===== src/rtl/rf_pkg.sv =====
// Shared types and constants for the RF transceiver link controller.
package rf_pkg;

  typedef enum logic [1:0] {
    InstShortRd = 2'b00,
    InstShortWr = 2'b01,
    InstLongRd  = 2'b10,
    InstLongWr  = 2'b11
  } inst_e;

  typedef enum logic [2:0] {
    StRstLow,
    StRstSettle,
    StIdle,
    StIntRead,
    StRxRead,
    StTxLen,
    StTxData,
    StTxTrig
  } state_e;

  typedef enum logic [2:0] {
    AccIdle,
    AccSetup,
    AccStrobe,
    AccGap,
    AccWait
  } acc_state_e;

  localparam logic [9:0] AddrIntstat = 10'h031;
  localparam logic [9:0] AddrTxncon  = 10'h01B;

  localparam int unsigned AccSetupCyc  = 2;
  localparam int unsigned AccIgnoreCyc = 3;

  typedef struct packed {
    inst_e      inst;
    logic [9:0] addr;
    logic [7:0] data;
  } acc_req_t;

  function automatic acc_req_t mk_req(inst_e inst, logic [9:0] addr, logic [7:0] data);
    acc_req_t req;
    req.inst = inst;
    req.addr = addr;
    req.data = data;
    return req;
  endfunction

endpackage


===== src/rtl/rf_access.sv =====
// Single transceiver access: setup hold, one-cycle strobe, ready blanking, then wait for ready.
module rf_access
  import rf_pkg::*;
(
  input  logic       clk,
  input  logic       rst,
  input  logic       i_start,
  input  logic [1:0] i_inst,
  input  logic [9:0] i_addr,
  input  logic [7:0] i_wdata,
  input  logic       i_ready,
  input  logic [7:0] i_rd_data,
  output logic [9:0] o_addr,
  output logic [7:0] o_data,
  output logic [1:0] o_inst,
  output logic       o_cs,
  output logic       o_done,
  output logic [7:0] o_rdata
);

  acc_state_e r_state;
  logic [1:0] r_cnt;
  logic [9:0] r_addr;
  logic [7:0] r_data;
  logic [1:0] r_inst;
  logic       r_cs;
  logic [7:0] r_rdata;

  always_ff @(posedge clk or posedge rst) begin
    if (rst) begin
      r_state <= AccIdle;
      r_cnt   <= '0;
      r_addr  <= '0;
      r_data  <= '0;
      r_inst  <= '0;
      r_cs    <= 1'b0;
      r_rdata <= '0;
    end else begin
      r_cs <= 1'b0;
      unique case (r_state)
        AccIdle: begin
          if (i_start) begin
            r_addr  <= i_addr;
            r_data  <= i_wdata;
            r_inst  <= i_inst;
            r_cnt   <= 2'(AccSetupCyc - 1);
            r_state <= AccSetup;
          end
        end
        AccSetup: begin
          if (r_cnt == 2'd0) begin
            r_cs    <= 1'b1;
            r_state <= AccStrobe;
          end else begin
            r_cnt <= r_cnt - 2'd1;
          end
        end
        AccStrobe: begin
          r_cnt   <= 2'(AccIgnoreCyc - 1);
          r_state <= AccGap;
        end
        // The transceiver may still report idle right after the strobe; ignore it here.
        AccGap: begin
          if (r_cnt == 2'd0) begin
            r_state <= AccWait;
          end else begin
            r_cnt <= r_cnt - 2'd1;
          end
        end
        AccWait: begin
          if (i_ready) begin
            r_rdata <= i_rd_data;
            r_state <= AccIdle;
          end
        end
        default: r_state <= AccIdle;
      endcase
    end
  end

  // Done is combinational so the caller can use the byte in the cycle it is sampled.
  assign o_done  = (r_state == AccWait) && i_ready;
  assign o_rdata = o_done ? i_rd_data : r_rdata;
  assign o_addr  = r_addr;
  assign o_data  = r_data;
  assign o_inst  = r_inst;
  assign o_cs    = r_cs;

endmodule


===== src/rtl/rf_link_ctrl.sv =====
// RF transceiver link controller: power-up sequencing, interrupt-driven RX drain into a
// local buffer, and framed TX writes with length and trigger.
module rf_link_ctrl
  import rf_pkg::*;
#(
  parameter int unsigned RST_LOW_CYC    = 50000,
  parameter int unsigned RST_SETTLE_CYC = 110000,
  parameter int unsigned RX_LEN         = 8,
  parameter logic [9:0]  RX_BASE        = 10'h300,
  parameter logic [9:0]  TX_BASE        = 10'h000,
  parameter int unsigned TX_MAX         = 32,
  parameter int unsigned BUF_DEPTH      = 16
) (
  input  logic       clk,
  input  logic       rst,
  output logic [9:0] addr_out,
  output logic [7:0] data_out,
  output logic [1:0] inst,
  output logic       cs_out,
  input  logic       ready,
  input  logic [7:0] rd_data,
  input  logic       intr,
  output logic       rst_n,
  input  logic [7:0] tx_data,
  input  logic       tx_valid,
  input  logic       tx_last,
  output logic       tx_ready,
  output logic [7:0] rx_data,
  output logic       rx_valid,
  input  logic       rx_ready,
  output logic       busy,
  output logic [7:0] rx_drop
);

  localparam int unsigned PtrW = $clog2(BUF_DEPTH);

  state_e      r_state;
  logic [31:0] r_cnt;
  logic [6:0]  r_idx;
  logic [6:0]  r_ntx;
  logic        r_tx_end;
  logic        r_len_step;
  logic        r_pend;
  logic        r_start;
  acc_req_t    r_req;
  logic        r_tx_ready;
  logic        r_rst_n;

  logic [7:0]  r_mem [BUF_DEPTH];
  logic [PtrW:0] r_wr_ptr;
  logic [PtrW:0] r_rd_ptr;
  logic [7:0]  r_rx_drop;

  logic        w_done;
  logic [7:0]  w_rdata;
  logic        w_push;
  logic        w_pop;
  logic        w_full;
  logic        w_empty;
  logic        w_wr_en;

  rf_access u_access (
    .clk       (clk),
    .rst       (rst),
    .i_start   (r_start),
    .i_inst    (r_req.inst),
    .i_addr    (r_req.addr),
    .i_wdata   (r_req.data),
    .i_ready   (ready),
    .i_rd_data (rd_data),
    .o_addr    (addr_out),
    .o_data    (data_out),
    .o_inst    (inst),
    .o_cs      (cs_out),
    .o_done    (w_done),
    .o_rdata   (w_rdata)
  );

  always_ff @(posedge clk or posedge rst) begin
    if (rst) begin
      r_state    <= StRstLow;
      r_cnt      <= '0;
      r_idx      <= '0;
      r_ntx      <= '0;
      r_tx_end   <= 1'b0;
      r_len_step <= 1'b0;
      r_pend     <= 1'b0;
      r_start    <= 1'b0;
      r_req      <= '0;
      r_tx_ready <= 1'b0;
      r_rst_n    <= 1'b0;
    end else begin
      r_start <= 1'b0;
      unique case (r_state)
        StRstLow: begin
          if (r_cnt == RST_LOW_CYC - 1) begin
            r_cnt   <= '0;
            r_rst_n <= 1'b1;
            r_state <= StRstSettle;
          end else begin
            r_cnt <= r_cnt + 32'd1;
          end
        end
        StRstSettle: begin
          if (r_cnt == RST_SETTLE_CYC - 1) begin
            r_cnt   <= '0;
            r_state <= StIdle;
          end else begin
            r_cnt <= r_cnt + 32'd1;
          end
        end
        StIdle: begin
          if (!intr) begin
            r_start <= 1'b1;
            r_pend  <= 1'b1;
            r_req   <= mk_req(InstShortRd, AddrIntstat, 8'h00);
            r_state <= StIntRead;
          end else if (tx_valid) begin
            r_ntx      <= '0;
            r_tx_ready <= 1'b1;
            r_state    <= StTxData;
          end
        end
        StIntRead: begin
          if (w_done) begin
            r_pend <= 1'b0;
            if (w_rdata[3]) begin
              r_idx   <= '0;
              r_state <= StRxRead;
            end else begin
              r_state <= StIdle;
            end
          end
        end
        StRxRead: begin
          if (!r_pend) begin
            r_start <= 1'b1;
            r_pend  <= 1'b1;
            r_req   <= mk_req(InstLongRd, RX_BASE + 10'(r_idx), 8'h00);
          end else if (w_done) begin
            r_pend <= 1'b0;
            if (r_idx == 7'(RX_LEN - 1)) begin
              r_state <= StIdle;
            end else begin
              r_idx <= r_idx + 7'd1;
            end
          end
        end
        StTxData: begin
          if (!r_pend) begin
            if (tx_valid && r_tx_ready) begin
              r_tx_ready <= 1'b0;
              r_start    <= 1'b1;
              r_pend     <= 1'b1;
              r_req      <= mk_req(InstLongWr, TX_BASE + 10'd2 + 10'(r_ntx), tx_data);
              r_ntx      <= r_ntx + 7'd1;
              r_tx_end   <= tx_last || (r_ntx == 7'(TX_MAX - 1));
            end
          end else if (w_done) begin
            r_pend <= 1'b0;
            if (r_tx_end) begin
              r_len_step <= 1'b0;
              r_state    <= StTxLen;
            end else begin
              r_tx_ready <= 1'b1;
            end
          end
        end
        // Two writes: byte count to TX_BASE+1, then a zero header byte to TX_BASE.
        StTxLen: begin
          if (!r_pend) begin
            r_start <= 1'b1;
            r_pend  <= 1'b1;
            if (r_len_step) begin
              r_req <= mk_req(InstLongWr, TX_BASE, 8'h00);
            end else begin
              r_req <= mk_req(InstLongWr, TX_BASE + 10'd1, 8'(r_ntx));
            end
          end else if (w_done) begin
            r_pend <= 1'b0;
            if (r_len_step) begin
              r_state <= StTxTrig;
            end else begin
              r_len_step <= 1'b1;
            end
          end
        end
        StTxTrig: begin
          if (!r_pend) begin
            r_start <= 1'b1;
            r_pend  <= 1'b1;
            r_req   <= mk_req(InstShortWr, AddrTxncon, 8'h01);
          end else if (w_done) begin
            r_pend  <= 1'b0;
            r_state <= StIdle;
          end
        end
        default: r_state <= StIdle;
      endcase
    end
  end

  assign w_push  = (r_state == StRxRead) && r_pend && w_done;
  assign w_empty = (r_wr_ptr == r_rd_ptr);
  assign w_full  = (r_wr_ptr[PtrW] != r_rd_ptr[PtrW]) &&
                   (r_wr_ptr[PtrW-1:0] == r_rd_ptr[PtrW-1:0]);
  assign w_pop   = !w_empty && rx_ready;
  // A pop in the same cycle frees the slot, so a full buffer still accepts the byte.
  assign w_wr_en = w_push && (!w_full || w_pop);

  always_ff @(posedge clk) begin
    if (w_wr_en) begin
      r_mem[r_wr_ptr[PtrW-1:0]] <= w_rdata;
    end
  end

  always_ff @(posedge clk or posedge rst) begin
    if (rst) begin
      r_wr_ptr  <= '0;
      r_rd_ptr  <= '0;
      r_rx_drop <= '0;
    end else begin
      if (w_wr_en) begin
        r_wr_ptr <= r_wr_ptr + 1'b1;
      end
      if (w_pop) begin
        r_rd_ptr <= r_rd_ptr + 1'b1;
      end
      if (w_push && !w_wr_en && (r_rx_drop != 8'hFF)) begin
        r_rx_drop <= r_rx_drop + 8'd1;
      end
    end
  end

  assign rx_valid = !w_empty;
  assign rx_data  = r_mem[r_rd_ptr[PtrW-1:0]];
  assign rx_drop  = r_rx_drop;
  assign tx_ready = r_tx_ready;
  assign busy     = (r_state != StIdle);
  assign rst_n    = r_rst_n;

endmodule


===== config.mk =====
export PLATFORM = sky130hd
export DESIGN_NAME = rf_link_ctrl
export DESIGN_NICKNAME = d
export VERILOG_FILES = /design/src/rtl/rf_pkg.sv /design/src/rtl/rf_access.sv /design/src/rtl/rf_link_ctrl.sv
export SDC_FILE = /design/constraint.sdc
export NUM_CORES = 1
export LEC_CHECK = 0
export ABC_AREA = 1
export CAP_MARGIN = 20
export CORE_ASPECT_RATIO = 1.4
export CORE_MARGIN = 2
export CORE_UTILIZATION = 42
export DETAILED_ROUTE_END_ITERATION = 12
export PLACE_DENSITY = 0.66
export SYNTH_ARGS = -nofsm -noshare
export SYNTH_HDL_FRONTEND = slang
export SYNTH_HIERARCHICAL = 1
export SYNTH_SLANG_ARGS = --single-unit

===== constraint.sdc =====
create_clock -name clk -period 4.2 [get_ports clk]
set_clock_uncertainty 0.2 [all_clocks]
set_input_delay 0.84 -clock clk [delete_from_list [all_inputs] [get_ports clk]]
set_output_delay 0.84 -clock clk [all_outputs]
set_load 0.005 [all_outputs]

==> results.json <==
{
  "min_path_type": "reg -> reg",
  "yosysUniqueCellTypes": 41,
  "antenna-diode-count": 0,
  "post-cts-setup-buffers": 0,
  "path_buf_inv": 1,
  "cp.required_ns": 3.16,
  "hold_violations": 0,
  "rsz0062_at_grt": "false",
  "drtIter0Drc": 667,
  "finalWirelength_um": 28900,
  "ys_seq_area_frac": 0.577,
  "gr-usage-all-layers": 0.193,
  "power_density_nw_per_um2": 417,
  "clockBufferDepth": 3,
  "crit_start": "r_rd_ptr[1]",
  "stdcell_count": 1781,
  "max-slew-margin-rel": 0.262,
  "rrSetupSlack_ns": 0.87,
  "start_util": 0.427,
  "ant_nets": 0,
  "cts_hold_buf": 0,
  "final_nets": 1421,
  "syn_area_per_cell_um2": 9.14,
  "grt_pass1_wl_um": 46600,
  "mostFrequentLayoutCells": "nand2_1 (319), nor2_1 (208), edfxtp_1 (128), dfrtp_1 (124), inv_1 (113)",
  "die_w_um": 148,
  "peakVddDrop_v": 0.000348,
  "path_delay_family": "flip-flops",
  "clock-root-buffer": "clkbuf_16",
  "maxCapViolCount": 0,
  "postSynthCellCount": 1326,
  "htree_levels": 1,
  "critPathLaunchType": "flop",
  "firstDrtPassIters": 5,
  "drive_gt1_frac": 0.0690,
  "final_common_cell": "nand2_1",
  "ys_seq_elements": 254,
  "globalplace.congestion": 0.911,
  "clock_latency_ns": 0.53,
  "remaining_drc_errors": 0,
  "top_layer": "met4",
  "cts_sinks": 254,
  "async_flop_share": 0.496,
  "hpwl_um": 20100,
  "grt_remaining_overflow": 0,
  "dp_slack_ns": 0.412,
  "cts_tree": "yes",
  "worstMarginPinSlew_ns": 1.11,
  "cts_buffers": 25,
  "worstPathCellList": "o21ai_0 > o32ai_1 > nand2_1 > nand3_1 > clkdlybuf4s50_1",
  "cp_data_arrival_time_ns": 2.97,
  "numPortBuffers": 63,
  "antenna_found_initial": 0,
  "fin_ws_ns": 0.188,
  "crit_type": "reg -> out",
  "grt_max_degree": 69,
  "r2r_cells": 7,
  "io_pins": 64,
  "wl_per_cell_um": 16.2,
  "wl_met1_um": 12200,
  "floorplan.core_area_um2": 28400,
  "grt_pass1_vias": 8920,
  "fin_crit_ns": 4.01,
  "die-area_um2": 30300,
  "via_per_inst": 5.13,
  "slowest_delay_ns": 1.08,
  "cts_resized": 0,
  "regToRegEndpoint": "r_mem[9][2]",
  "synth_area_um2": 12100,
  "fin_crit_sh": 0.955,
  "endpoint_kind": "primary output",
  "clk_pin_slew_ns": 0.06,
  "area_delta_synth_final_pct": 14.5,
  "cp_num_cells": 5,
  "synth_nets": 1360,
  "fmax_ghz": 0.249,
  "vias": 9137,
  "r2r-start": "r_rd_ptr[1]",
  "die_h_um": 205,
  "cp_slowest_cell": "dfrtp_2",
  "cp_max_fo": 68,
  "routed-wl-met2_um": 14500,
  "worstSetupEndpoint": "rx_data[4]",
  "p_leak_nw": 5.34,
  "drv_slew": 0,
  "yosys_warnings": 6,
  "status": "finished, final reports clean",
  "wl_met3_um": 1270,
  "synth-edff-count": 128,
  "setup_viol": 0,
  "synthFlopType": "edfxtp_1",
  "num_rows": 73,
  "dp.cells": 1735,
  "tns_ns": 0,
  "power_mw": 5.79
}
cell families (layout without fill, tap and decap cells):
| logic type | Yosys count | after routing | share of synthesized area |
|---|---|---|---|
| compound gates | 181 | 181 | 0.0910 |
| xor+xnor | 40 | 40 | 0.0289 |
| fa+ha+maj | 11 | 11 | 0.0114 |
| buf+inv | 164 | 244 | 0.0559 |
| flops | 254 | 254 | 0.577 |
| simple gates | 676 | 676 | 0.236 |
worst min path at each step:
stage | startpoint | endpoint | slack [ns] | cells after the start
finish | rst_n | rst_n | 0.27 | 2
CTS | rst_n | rst_n | 0.28 | 2
global placement | rst_n | rst_n | 0.26 | 2
global route | r_req[4] | r_req[4] | 0.30 | 2
floorplan | r_req[14] | r_req[14] | 0.25 | 2
detailed placement | rst_n | rst_n | 0.25 | 2
worst min-delay path: stages, from the launching register on:
cell	delay, ns
dfrtp_1	0.34
inv_1	0.04
nand2_1	0.05
where the power goes:
group | switching, mW | internal, mW
combinational | 0.519 | 0.376
clock | 0.939 | 1.18
sequential | 0.162 | 2.62
total | 1.62 | 4.17
synth_stat cells, types with 3 or more instances:
master / number / area share
o21ai_0: 107 / 0.044
ha_1: 11 / 0.011
xor2_1: 36 / 0.026
o21ai_2: 21 / 0.015
nor2_2: 4 / 0.0021
buf_6: 5 / 0.0046
o32ai_1: 16 / 0.012
a31oi_1: 3 / 0.0015
xnor2_1: 4 / 0.0029
nor3_1: 21 / 0.0087
buf_1: 5 / 0.0015
buf_2: 12 / 0.0050
inv_1: 115 / 0.036
o21ai_1: 5 / 0.0021
nor2_4: 4 / 0.0037
inv_2: 6 / 0.0019
clkbuf_1: 15 / 0.0046
dfrtp_1: 126 / 0.26
nor2_1: 208 / 0.064
o211ai_1: 16 / 0.0099
nand2_1: 319 / 0.099
nand4_1: 23 / 0.012
edfxtp_1: 128 / 0.32
a21oi_1: 11 / 0.0045
nand3b_1: 5 / 0.0031
nand3_1: 79 / 0.033
metrics by stage:
stage	util	hold slack [ns]	area, µm²
2_1_floorplan	-	0.249	12100
3_3_place_gp	0.461	0.258	13100
3_5_place_dp	0.461	0.250	13100
4_1_cts	0.489	0.277	13900
5_1_grt	0.489	0.302	13900
6_report	0.489	0.270	13900
state kept, by name, indices dropped and copies added (netlist names), 5 cells and up:
register and cells:
r_wr_ptr 5, r_cnt 32, r_req 19, r_rd_ptr 5
rx_drop 8, r_ntx 7, u_access/o_data 8, u_access/r_rdata 8
r_idx 7, r_mem 128, u_access/o_addr 10
final cells by class:
| cell class | instances | area, µm² |
|---|---|---|
| Clock buffer | 35 | 703 |
| Clock inverter | 11 | 80.1 |
| Fill cell | 2669 | 14500 |
| Inverter | 125 | 477 |
| Multi-Input combinational cell | 908 | 4450 |
| Sequential cell | 254 | 7000 |
| Tap cell | 375 | 469 |
| Timing Repair Buffer | 73 | 706 |
routing by layer:
metal  GRT usage  vias to the layer above
met5           0                        -
met4      0.0673                        0
li1            -                     4528
met3      0.0254                       60
met1       0.242                     4313
met2       0.343                      236
Power figures use the tool's default switching activity.
